$ cat config.mk
export PLATFORM = sky130hd
export DESIGN_NAME = wr_port_arbiter
export DESIGN_NICKNAME = d
export VERILOG_FILES = /design/src/rtl/wr_port_arbiter.sv
export SDC_FILE = /design/constraint.sdc
export NUM_CORES = 1
export LEC_CHECK = 0
export CAP_MARGIN = 40
export CORE_ASPECT_RATIO = 0.9
export CORE_MARGIN = 10
export CORE_UTILIZATION = 34
export DETAILED_ROUTE_END_ITERATION = 10
export PLACE_DENSITY = 0.83
export SLEW_MARGIN = 20
export SYNTH_ARGS = -nofsm -noshare
export SYNTH_HDL_FRONTEND = slang
export SYNTH_SLANG_ARGS = --single-unit
$ cat constraint.sdc
create_clock -name clk -period 3.2 [get_ports clk]
set_clock_uncertainty 0.15 [all_clocks]
set_input_delay 0.48 -clock clk [delete_from_list [all_inputs] [get_ports clk]]
set_output_delay 0.48 -clock clk [all_outputs]
set_load 0.005 [all_outputs]
$ cat src/rtl/wr_port_arbiter.sv
// wr_port_arbiter
//   Four requesters share one write port. Ownership is granted round-robin
//   and held until the owner signals its last beat, drops req, or has held
//   the port for HOLD_MAX cycles. On release the next owner is picked in the
//   same cycle, so there is no gap between owners. The releasing requester
//   is masked out of that pick, so it must wait through one idle cycle
//   before it can own the port again.
//
// Ports
//   clk, reset_n          clock, async active-low reset
//   req[3:0], last[3:0]   per-requester write request / final-beat marker
//   waddr_in, wdata_in    per-requester address/data, slice i at [i*W +: W]
//   gnt[3:0], gnt_idx     one-hot owner and its binary index (0 when idle)
//   busy                  a requester owns the port
//   wr_en/wr_addr/wr_data shared write port, muxed from the owner's slice
module wr_port_arbiter #(
    parameter int WIDTH    = 32,
    parameter int ADDR_W   = 4,
    parameter int HOLD_MAX = 8
) (
    input  logic                clk,
    input  logic                reset_n,
    input  logic [3:0]          req,
    input  logic [3:0]          last,
    input  logic [4*ADDR_W-1:0] waddr_in,
    input  logic [4*WIDTH-1:0]  wdata_in,
    output logic [3:0]          gnt,
    output logic [1:0]          gnt_idx,
    output logic                busy,
    output logic                wr_en,
    output logic [ADDR_W-1:0]   wr_addr,
    output logic [WIDTH-1:0]    wr_data
);

    typedef enum logic {IDLE = 1'b0, OWNED = 1'b1} state_t;

    localparam logic [7:0] HOLD_LIM = 8'(HOLD_MAX);

    state_t      state, state_nx;
    logic [1:0]  ptr, ptr_nx;
    logic [1:0]  idx_nx;
    logic        busy_nx;
    logic [3:0]  gnt_nx;
    logic [7:0]  hold_cnt, hold_nx;

    logic [3:0][ADDR_W-1:0] addr_v;
    logic [3:0][WIDTH-1:0]  data_v;

    for (genvar i = 0; i < 4; i++) begin : g_slice
        assign addr_v[i] = waddr_in[i*ADDR_W +: ADDR_W];
        assign data_v[i] = wdata_in[i*WIDTH +: WIDTH];
    end

    // Round-robin search starting at p; returns {found, index}.
    function automatic logic [2:0] rr_pick(input logic [1:0] p, input logic [3:0] r);
        logic       found;
        logic [1:0] cand;
        logic [1:0] win;
        found = 1'b0;
        win   = 2'd0;
        for (int k = 0; k < 4; k++) begin
            cand = p + 2'(k);
            if (!found && r[cand]) begin
                found = 1'b1;
                win   = cand;
            end
        end
        return {found, win};
    endfunction

    logic       rel;
    logic [1:0] rel_ptr;
    logic [2:0] pick_idle, pick_rel;

    // Release: normal end, abandon, or hold limit reached.
    assign rel       = (state == OWNED) &&
                       (!req[gnt_idx] || last[gnt_idx] || hold_cnt == HOLD_LIM);
    assign rel_ptr   = gnt_idx + 2'd1;
    assign pick_idle = rr_pick(ptr, req);
    // Owner is masked so it cannot win the pick made on its own release.
    assign pick_rel  = rr_pick(rel_ptr, req & ~(4'b0001 << gnt_idx));

    always_comb begin
        state_nx = state;
        ptr_nx   = ptr;
        idx_nx   = gnt_idx;
        busy_nx  = busy;
        hold_nx  = hold_cnt;
        case (state)
            IDLE: begin
                if (pick_idle[2]) begin
                    state_nx = OWNED;
                    idx_nx   = pick_idle[1:0];
                    busy_nx  = 1'b1;
                    hold_nx  = 8'd1;
                end
            end
            OWNED: begin
                if (rel) begin
                    ptr_nx = rel_ptr;
                    if (pick_rel[2]) begin
                        idx_nx  = pick_rel[1:0];
                        hold_nx = 8'd1;
                    end else begin
                        state_nx = IDLE;
                        idx_nx   = 2'd0;
                        busy_nx  = 1'b0;
                        hold_nx  = 8'd0;
                    end
                end else begin
                    hold_nx = hold_cnt + 8'd1;
                end
            end
            default: begin
                state_nx = IDLE;
                idx_nx   = 2'd0;
                busy_nx  = 1'b0;
                hold_nx  = 8'd0;
            end
        endcase
        gnt_nx = busy_nx ? (4'b0001 << idx_nx) : 4'b0000;
    end

    always_ff @(posedge clk or negedge reset_n) begin
        if (!reset_n) begin
            state    <= IDLE;
            ptr      <= 2'd0;
            gnt_idx  <= 2'd0;
            busy     <= 1'b0;
            gnt      <= 4'b0000;
            hold_cnt <= 8'd0;
        end else begin
            state    <= state_nx;
            ptr      <= ptr_nx;
            gnt_idx  <= idx_nx;
            busy     <= busy_nx;
            gnt      <= gnt_nx;
            hold_cnt <= hold_nx;
        end
    end

    // busy is a reset flop, so the shared port goes quiet as soon as reset asserts.
    assign wr_en   = busy & req[gnt_idx];
    assign wr_addr = busy ? addr_v[gnt_idx] : '0;
    assign wr_data = busy ? data_v[gnt_idx] : '0;

endmodule

==> flow_summary_export.csv <==
group,metric,value,unit
critical_path,crit_arrival,2.34,ns
cts,cts_resized,0,
hold_path,hold_class,"input pin to async pin",
yosys,ys_seq_area_share,18.3,%
cells_and_area,drive_gt1_share,13.9,%
sta,min_period,2.97,ns
floorplan,die_h,101,um
placed_design,dpl_worst_slack,0.336,ns
yosys,synth.cell_area,0.00245,mm^2
route,drt.antenna.violating_nets,0,
critical_path,cp.required,2.57,ns
cts,postCtsHoldBufs,0,
route,drt-initial-drc-count,191,
sta,drv_slew,0,
sta,setup_slack,0.235,ns
sta,rsz0062_at_grt,"no",
placed_design,dp_hpwl,10300,um
global_route,grt_start_max_net_pins,38,
sta,fmax,337,MHz
floorplan,start_util,34.9,%
yosys,synth_seq_cells,18,
cells_and_area,final_cell_mix,"197 x clkdlybuf4s50_1, 38 x and2_1, 37 x mux4_2, 16 x dfrtp_1, 14 x o21ai_0",
route,vias,2774,
cells_and_area,fin_nets,584,
yosys,synth_edf_count,0,
sta,tightest_slew,0.698,ns
floorplan,core_region_area,0.00704,mm^2
yosys,synth-main-ff-cell,"dfrtp_1",
floorplan,rows,29,
placed_design,io_buffers,197,
floorplan,die_x,110,um
cells_and_area,design_area,0.00453,mm^2
cts,tritoncts,"done",
placed_design,dpl-instance-area,0.00446,mm^2
global_route,grt_antenna_before_repair,0,
cells_and_area,mostFrequentLayoutCell,"clkdlybuf4s50_1",
route,drt_first_pass_iters,4,
flow_run,maxCapViolCount,0,
critical_path,crit_fanout,28,
sta,setup_viol,0,
critical_path,crit_type,"register to output port",
status,status,"complete, no violations",
global_route,grt_first_pass_wirelength,17500,um
cells_and_area,n_antenna_cell,0,
power,powerDensity,713,mW/mm^2
sta,fin_setup_tns,0,ns
cts,cts_buffers,3,
cts,cts_root_buf,"clkbuf_8",
sta,slew_headroom,53.0,%
floorplan,ioPinCount,198,
placed_design,gp_congestion,0.921,
critical_path,crit_path_end_kind,"output port",
route,wl_per_cell,23.4,um
global_route,grt_overflow,0,
route,drt_wl_total,12100,um
cts,clkSlewWorstSetupHoldPaths,0.07,ns
yosys,syn-mean-instance-area,10.4,um^2
cts,cts_buffer_depth,2,
cts,cts_setup_buffers,0,
cells_and_area,multi_input_area,0.00181,mm^2
global_route,track_usage,20.7,%
cells_and_area,fin_util,64.4,%
yosys,ys.warnings.count,0,
route,routed_via_density,5.38,
power,leakage,1.73,nW
yosys,postSynth.asyncResetShare,100,%
critical_path,setup.worst_path.start_class,"register",
global_route,grt_pass1_vias,2808,
sta,fin_crit_sh,92.7,%
cells_and_area,fin_cells,516,
route,drc,0,
power,peakVddDrop,431,uV
cells_and_area,area_growth,84.6,%
cells_and_area,ff_latch_area,453,um^2
yosys,ys_types,45,
cells_and_area,fillers,567,
cts,cts.sinks,18,
floorplan,die_area,0.0110,mm^2
yosys,synth_nets,396,
yosys,syn_inst,236,
placed_design,dp_cells,511,
cts,clock_latency,0.26,ns
cts,cts_max_level,1,
sta,hold_viol,0,
per-stage QoR:
stage / power (mW) / hold slack, ns
after floorplan: 1.93 / 0.0344
after global placement: 3.00 / 0.315
after detailed placement: 3.05 / 0.331
after CTS: 3.25 / 0.346
after global routing: 3.45 / 0.250
final: 3.23 / 0.245
kinds of logic after synthesis:
group                    synth area share, %
adder cells (fa/ha/maj)                 3.87
XOR/XNOR                               0.357
AND/OR/NAND/NOR                         20.3
buffers and inverters                   7.75
multiplexers                            36.4
AO/OA/AOI/OAI                           12.9
flip-flops                              18.3
per-layer routing:
layer	global-route usage, %	routed length [um]	vias to the layer above
li1	-	-	1270
met1	22.1	4240	1362
met2	37.8	6360	123
met3	7.29	1240	19
met4	5.30	257	0
met5	0	0	-
synthesized netlist by cell type, types with 4 or more instances:
cell | number | area share [%]
a21oi_1 | 11 | 2.2
and2_1 | 38 | 9.7
and3_1 | 4 | 1.0
buf_2 | 5 | 1.0
clkbuf_1 | 9 | 1.4
dfrtp_1 | 18 | 18
ha_1 | 6 | 3.1
inv_1 | 13 | 2.0
mux2i_1 | 5 | 2.0
mux4_2 | 37 | 34
nand2_1 | 8 | 1.2
nand3_1 | 7 | 1.4
nor2_1 | 7 | 1.1
nor2b_1 | 7 | 1.8
nor4_1 | 4 | 1.0
o21ai_0 | 14 | 2.9
o21ai_1 | 5 | 1.0
state kept, by name, summed over array words and instances (netlist names):
name      count
hold_cnt      8
gnt           4
gnt_idx       2
ptr           2
busy          1
state         1
critical path, stage by stage, from the launching register on:
cell and delay, ns:
dfrtp_2 0.59, buf_12 0.29, mux4_2 0.53, and2_1 0.18, clkdlybuf4s50_1 0.48
report_power, final:
| part | switching, mW | internal, mW | leakage, nW |
|---|---|---|---|
| Clock | 0.0774 | 0.109 | 0.0288 |
| Combinational | 1.04 | 1.59 | 1.48 |
| Sequential | 0.119 | 0.299 | 0.226 |
| Total | 1.24 | 2.00 | 1.73 |
worst paths after layout:
check | from | endpoint | slack [ns] | cells past startpoint
min reg2reg | hold_cnt[7] | hold_cnt[7] | 0.34 | 1
max reg2reg | gnt_idx[0] | gnt[2] | 0.49 | 8
max in group asynchronous | reset_n | gnt_idx[0] | 2.31 | 2
min in group clk | hold_cnt[7] | hold_cnt[7] | 0.34 | 1
max | gnt_idx[0] | wr_addr[2] | 0.23 | 4
min | reset_n | busy | 0.24 | 1
cell type report:
class,count,area share [%]
Inverter,13,1.08
Clock buffer,4,1.21
Timing Repair Buffer,204,45.1
Multi-Input combinational cell,184,40.0
Sequential cell,18,9.99
Tap cell,93,2.57
(Power assumes the default switching activity.)
